## config.mk

```make
export PLATFORM = sky130hd
export DESIGN_NAME = fp_mul_pl_flat
export DESIGN_NICKNAME = d
export VERILOG_FILES = /design/src/rtl/fp_mul_pl_if.sv /design/src/rtl/fp_mul_pl.sv /design/src/flat_wrapper.sv
export SDC_FILE = /design/constraint.sdc
export NUM_CORES = 2
export LEC_CHECK = 0
export CORE_ASPECT_RATIO = 0.75
export CORE_MARGIN = 4
export CORE_UTILIZATION = 40
export DETAILED_ROUTE_END_ITERATION = 16
export PLACE_DENSITY = 0.62
export SLEW_MARGIN = 40
export SYNTH_ARGS = -nofsm -noshare
export SYNTH_HDL_FRONTEND = slang
export SYNTH_SLANG_ARGS = --single-unit
```

## constraint.sdc

```tcl
create_clock -name clk -period 17 [get_ports clk]
set_input_delay 3.4 -clock clk [delete_from_list [all_inputs] [get_ports clk]]
set_output_delay 3.4 -clock clk [all_outputs]
set_load 0.005 [all_outputs]
```

## src/rtl/fp_mul_pl_if.sv

```systemverilog
// Operand/result handshake bundle for the pipelined single-precision multiplier.
//   A, B   : operand pair (IEEE-754 single)
//   D      : issue strobe, operands taken on an edge when D=1 and RDY=1
//   RDY    : multiplier can take an operand pair this cycle
//   C      : product, meaningful only while V=1 (zero otherwise)
//   V      : C holds a valid result
//   C_RDY  : consumer takes C on an edge when V=1 and C_RDY=1
// The master is the upstream/downstream environment; the slave is the multiplier.
interface fp_mul_pl_if;
   logic [31:0] A;
   logic [31:0] B;
   logic        D;
   logic        RDY;
   logic [31:0] C;
   logic        V;
   logic        C_RDY;

   modport master (output A, B, D, C_RDY, input RDY, C, V);
   modport slave  (input A, B, D, C_RDY, output RDY, C, V);
endinterface

```

## src/rtl/fp_mul_pl.sv

```systemverilog
// Three-stage pipelined IEEE-754 single-precision multiplier.
//   S1 unpacks (sign, biased exponent sum, hidden-1 mantissas), S2 holds the
//   registered 24x24 product, S3 normalizes, truncates and packs the result.
//   Each stage carries a valid bit; the whole pipe freezes while a valid
//   result waits for a consumer that is not ready.
// Ports:
//   clk  : single clock, rising edge
//   rst  : asynchronous active-high reset, flushes every stage
//   bus  : fp_mul_pl_if slave (A, B, D, RDY, C, V, C_RDY)
// Configuration:
//   FP_MUL_SPECIAL_EN : when defined, exponent field 8'hFF decodes as Inf/NaN
//                       (NaN in or Inf*0 -> 7FC00000, Inf*finite -> signed Inf).
//                       When undefined, 8'hFF is an ordinary exponent.
module fp_mul_pl (
   input logic        clk,
   input logic        rst,
   fp_mul_pl_if.slave bus
);
   logic stall;
   logic accept;

   // Unpack results (combinational, captured into S1)
   logic [9:0]  u_exp;
   logic        u_zero;
`ifdef FP_MUL_SPECIAL_EN
   logic        u_nan;
   logic        u_inf;
   logic        a_ff, b_ff, a_z, b_z;
`endif

   // Stage registers
   logic              s1_v, s1_sign, s1_zero;
   logic signed [9:0] s1_exp;
   logic [23:0]       s1_ma, s1_mb;
   logic              s2_v, s2_sign, s2_zero;
   logic signed [9:0] s2_exp;
   logic [47:0]       s2_p;
`ifdef FP_MUL_SPECIAL_EN
   logic              s1_nan, s1_inf, s2_nan, s2_inf;
`endif
   logic              s3_v;
   logic [31:0]       s3_c;

   // Normalize/pack results (combinational, captured into S3)
   logic signed [9:0] n_exp;
   logic [31:0]       n_c;
   logic              unused_p;

   assign stall   = s3_v & ~bus.C_RDY;
   assign accept  = bus.D & ~stall;
   assign bus.RDY = ~stall;
   assign bus.V   = s3_v;
   assign bus.C   = s3_v ? s3_c : 32'h0;

   // Truncation discards the low product bits entirely.
   assign unused_p = ^s2_p[22:0];

   always_comb begin
      // Biased sum eA+eB-127; 10 bits signed covers -125..383.
      u_exp  = {2'b00, bus.A[30:23]} + {2'b00, bus.B[30:23]} - 10'd127;
      u_zero = (bus.A[30:23] == 8'h00) | (bus.B[30:23] == 8'h00);
`ifdef FP_MUL_SPECIAL_EN
      a_ff  = (bus.A[30:23] == 8'hFF);
      b_ff  = (bus.B[30:23] == 8'hFF);
      a_z   = (bus.A[30:23] == 8'h00);
      b_z   = (bus.B[30:23] == 8'h00);
      u_nan = (a_ff & ((|bus.A[22:0]) | b_z)) | (b_ff & ((|bus.B[22:0]) | a_z));
      u_inf = a_ff | b_ff;
`endif
   end

   // S1: unpack
   always_ff @(posedge clk or posedge rst) begin
      if (rst) begin
         // NOTE: data registers are cleared with the valid bits so a reset leaves no stale operand anywhere in the pipe.
         s1_v    <= 1'b0;
         s1_sign <= 1'b0;
         s1_zero <= 1'b0;
         s1_exp  <= '0;
         s1_ma   <= '0;
         s1_mb   <= '0;
`ifdef FP_MUL_SPECIAL_EN
         s1_nan  <= 1'b0;
         s1_inf  <= 1'b0;
`endif
      end else if (!stall) begin
         // NOTE: non-blocking assignments make every stage sample pre-edge values, so data moves exactly one stage per edge.
         s1_v <= accept;
         if (accept) begin
            s1_sign <= bus.A[31] ^ bus.B[31];
            s1_zero <= u_zero;
            s1_exp  <= u_exp;
            s1_ma   <= {1'b1, bus.A[22:0]};
            s1_mb   <= {1'b1, bus.B[22:0]};
`ifdef FP_MUL_SPECIAL_EN
            s1_nan  <= u_nan;
            s1_inf  <= u_inf;
`endif
         end
      end
   end

   // S2: registered multiply
   always_ff @(posedge clk or posedge rst) begin
      if (rst) begin
         s2_v    <= 1'b0;
         s2_sign <= 1'b0;
         s2_zero <= 1'b0;
         s2_exp  <= '0;
         s2_p    <= '0;
`ifdef FP_MUL_SPECIAL_EN
         s2_nan  <= 1'b0;
         s2_inf  <= 1'b0;
`endif
      end else if (!stall) begin
         s2_v <= s1_v;
         if (s1_v) begin
            s2_sign <= s1_sign;
            s2_zero <= s1_zero;
            s2_exp  <= s1_exp;
            s2_p    <= {24'h0, s1_ma} * {24'h0, s1_mb};
`ifdef FP_MUL_SPECIAL_EN
            s2_nan  <= s1_nan;
            s2_inf  <= s1_inf;
`endif
         end
      end
   end

   // Normalize, truncate, apply range and special rules
   always_comb begin
      // NOTE: n_c gets a full default before any conditional override, so no path can infer a latch.
      n_exp = s2_exp + $signed({9'b0, s2_p[47]});
      n_c   = {s2_sign, n_exp[7:0], (s2_p[47] ? s2_p[46:24] : s2_p[45:23])};
      if (s2_zero || (n_exp <= 10'sd0))
         n_c = {s2_sign, 31'h0};
      else if (n_exp >= 10'sd255)
         n_c = {s2_sign, 8'hFF, 23'h0};
`ifdef FP_MUL_SPECIAL_EN
      // Special operands outrank the zero/range rules.
      if (s2_nan)
         n_c = 32'h7FC00000;
      else if (s2_inf)
         n_c = {s2_sign, 8'hFF, 23'h0};
`endif
   end

   // S3: result register
   always_ff @(posedge clk or posedge rst) begin
      if (rst) begin
         s3_v <= 1'b0;
         s3_c <= '0;
      end else if (!stall) begin
         s3_v <= s2_v;
         if (s2_v)
            s3_c <= n_c;
      end
   end
endmodule

```

## src/flat_wrapper.sv

```systemverilog
// flat-port wrapper written by rule: the top's interface ports become plain ports
module fp_mul_pl_flat 
  (clk, rst, bus_A, bus_B, bus_D, bus_C_RDY, bus_RDY, bus_C, bus_V);
  fp_mul_pl_if bus_i ();
  input logic clk;
  input logic rst;
  input wire logic [$bits(bus_i.A)-1:0] bus_A;
  input wire logic [$bits(bus_i.B)-1:0] bus_B;
  input wire logic [$bits(bus_i.D)-1:0] bus_D;
  input wire logic [$bits(bus_i.C_RDY)-1:0] bus_C_RDY;
  output wire logic [$bits(bus_i.RDY)-1:0] bus_RDY;
  output wire logic [$bits(bus_i.C)-1:0] bus_C;
  output wire logic [$bits(bus_i.V)-1:0] bus_V;
  assign bus_i.A = bus_A;
  assign bus_i.B = bus_B;
  assign bus_i.D = bus_D;
  assign bus_i.C_RDY = bus_C_RDY;
  assign bus_RDY = bus_i.RDY;
  assign bus_C = bus_i.C;
  assign bus_V = bus_i.V;
  fp_mul_pl u_core (.clk(clk), .rst(rst), .bus(bus_i));
endmodule
```

==> out/results.tsv <==
stage	metric	value	unit
layout	area_growth	9.777	%
place	dp.final_hpwl	47950	µm
worst_setup_path	crit_type	primary input to output pin	
drt	antenna_left	0	
synthesis	syn-instance-count	2738	
clock_network	cts_tree	done	
synthesis	synth_warnings	0	
drt	post_drt_wl_per_cell	18.16	µm
drt	drtIter0Drc	1130	
worst_setup_path	worstPathMaxFanout	10	
drt	via_per_inst	5.072	
worst_setup_path	critPathArrivalTime	4.76	ns
drt	drt-total-wl	64900	µm
worst_setup_path	required	13.60	ns
die	ios	102	
timing	slew_headroom	0.4851	
drt	vias	18130	
global_route	antenna_found_initial	0	
timing	fin_crit	8.162	ns
worst_setup_path	r2r_start	u_core.s1_mb[5]	
die	fp-row-count	78	
synthesis	syn_avg_cell_area	8.942	µm²
synthesis	syn_nets	3469	
min_path	hold_class	flop to flop	
synthesis	synth_edf_count	0	
global_route	gr-total-overflow	0	
global_route	grt_max_degree	85	
global_route	grt_pass1_wl	106300	µm
timing	fmaxAchievable	122.5	MHz
clock_network	worstSkewPairLatency	0.48	ns
clock_network	post_cts_resized	0	
worst_setup_path	endpoint_kind	output pin	
global_route	grt_pass1_vias	20160	
clock_network	cts_buffer_depth	2	
die	die_width	293.7	µm
timing	drv_slew	0	
synthesis	yosysUniqueCellTypes	63	
die	initial_utilization	0.4046	
layout	diodes	0	
layout	drive_gt1_frac	0.04542	
timing	finalCritPeriodShare	0.4801	
layout	postLayoutCoreUtil	0.4442	
timing	hold_violations	0	
layout	nets	3492	
min_path	hold_start	u_core.s1_exp[1]	
clock_network	clock_sinks	131	
clock_network	cts-buffers-inserted	17	
timing	clock_skew	0.01653	ns
place	place_congestion	0.8551	
clock_network	cts-root-buf	clkbuf_16	
clock_network	cts_htree_levels	4	
worst_setup_path	crit_start	bus_C_RDY	
timing	worstMarginPinSlew	0.7723	ns
die	die_area	0.06527	mm²
die	die_y	222.3	µm
clock_network	cts_hold_buf	0	
timing	rsz0062_at_grt	no	
synthesis	ys_seq_area_frac	0.1339	
synthesis	synth_seq_cells	131	
synthesis	ys_async_sr_fraction	1.000	
worst_setup_path	critPathLaunchType	primary input	
place	portBuffers	101	
timing	setup_viol	0	
global_route	grtUsageTotal	0.2078	
drt	post-route-drc-count	0	
timing	finalSetupTns	0	ns
synthesis	syn-cell-area	0.02448	mm²
clock_network	post_cts_buffers	0	
die	coreArea	0.06051	mm²
worst_setup_path	r2r_slack	9.22	ns
synthesis	yosys_most_used_dff	dfrtp_1	
clock_network	path_clk_slew	0.07	ns
job	maxCapViolCount	0	
status	outcome	complete, no violations	
drt	first_pass_iters	5	
-- stage by stage --
stage          hold WS (ns)  cell area (µm²)  std cells  worst slack, ns
2_1_floorplan        0.4365            24480       2738            9.887
3_3_place_gp         0.4462            26260       3542            8.821
3_5_place_dp         0.4482            26270       3542            8.819
4_1_cts              0.4535            26870       3574            8.817
5_1_grt              0.4814            26880       3574            8.742
6_report             0.4573            26880       3574            8.838
-- layer usage --
metal / vias to the layer above / GRT usage / share of wire
met4: 0 / 0.07427 / 0.029
met5: - / 0 / 0
met3: 134 / 0.04157 / 0.055
met2: 461 / 0.3568 / 0.50
li1: 8169 / - / -
met1: 9363 / 0.2616 / 0.42
-- worst paths after layout --
check	cells past startpoint	endpoint
setup reg to reg	25	u_core.s2_p[44]
hold / removal	2	u_core.s2_exp[1]
setup / recovery	3	bus_RDY
max in group asynchronous	3	u_core.s1_mb[22]
hold reg to reg	2	u_core.s2_exp[1]
min in group asynchronous	2	u_core.s3_c[28]
-- flip-flops by register name, summed over array words and instances (netlist names), 10 cells and up --
name / count
u_core.s2_exp: 10
u_core.s1_mb: 24
u_core.s3_c: 32
u_core.s1_exp: 10
u_core.s2_p: 25
u_core.s1_ma: 23
-- worst max-delay path: stages --
cell and delay [ns]:
clkdlybuf4s50_1 0.45, nand2b_1 0.33, clkdlybuf4s50_1 0.58
-- area by class of cell --
class	instances	area, µm²
repair buffers	142	1323
clock inverters	14	165.2
clock buffers	18	429.2
inverters	568	2140
well taps	800	1001
fillers	5846	33630
flip-flops and latches	131	3294
multi-input cells	1901	18520
-- layout by cell type (no fill, tap or decap), types with 16 or more instances in the layout --
| master | Yosys | layout |
|---|---|---|
| ha_1 | 181 | 181 |
| o21ai_2 | 20 | 20 |
| o21ai_0 | 47 | 47 |
| a21o_1 | 16 | 16 |
| nor2_1 | 20 | 20 |
| dfrtp_1 | 131 | 118 |
| xnor2_1 | 27 | 27 |
| clkbuf_16 | 0 | 17 |
| fa_1 | 482 | 482 |
| clkdlybuf4s50_1 | 0 | 101 |
| a21oi_1 | 42 | 42 |
| nand2_1 | 559 | 557 |
| nand4_1 | 16 | 16 |
| inv_1 | 568 | 567 |
| and2_1 | 328 | 326 |
| buf_4 | 3 | 40 |
| mux2i_1 | 24 | 24 |
-- cells by family (layout without fill, tap and decap cells) --
family	count (synthesis)	count (layout)	share of synthesized area
buf+inv	706	742	0.1098
xor+xnor	40	40	0.01431
fa+ha+maj	663	663	0.4866
simple gates	977	977	0.1914
flops	131	131	0.1339
compound gates	195	195	0.05325
mux	26	26	0.01073
-- synthesized netlist by cell type, types with 16 or more instances --
cell type / count / area share
a21o_1: 16 / 0.0049
a21oi_1: 42 / 0.0086
nand2_1: 559 / 0.086
and2_1: 328 / 0.084
dfrtp_1: 131 / 0.13
o21ai_2: 20 / 0.0072
fa_1: 482 / 0.39
xnor2_1: 27 / 0.0097
ha_1: 181 / 0.093
nor2_1: 20 / 0.0031
nand4_1: 16 / 0.0041
clkbuf_1: 126 / 0.019
mux2i_1: 24 / 0.0098
o21ai_0: 47 / 0.0096
inv_1: 568 / 0.087
Power is left out: the tool's default activity adds up to more than one toggle a clock period on the data nets, which glitch-free logic cannot reach.
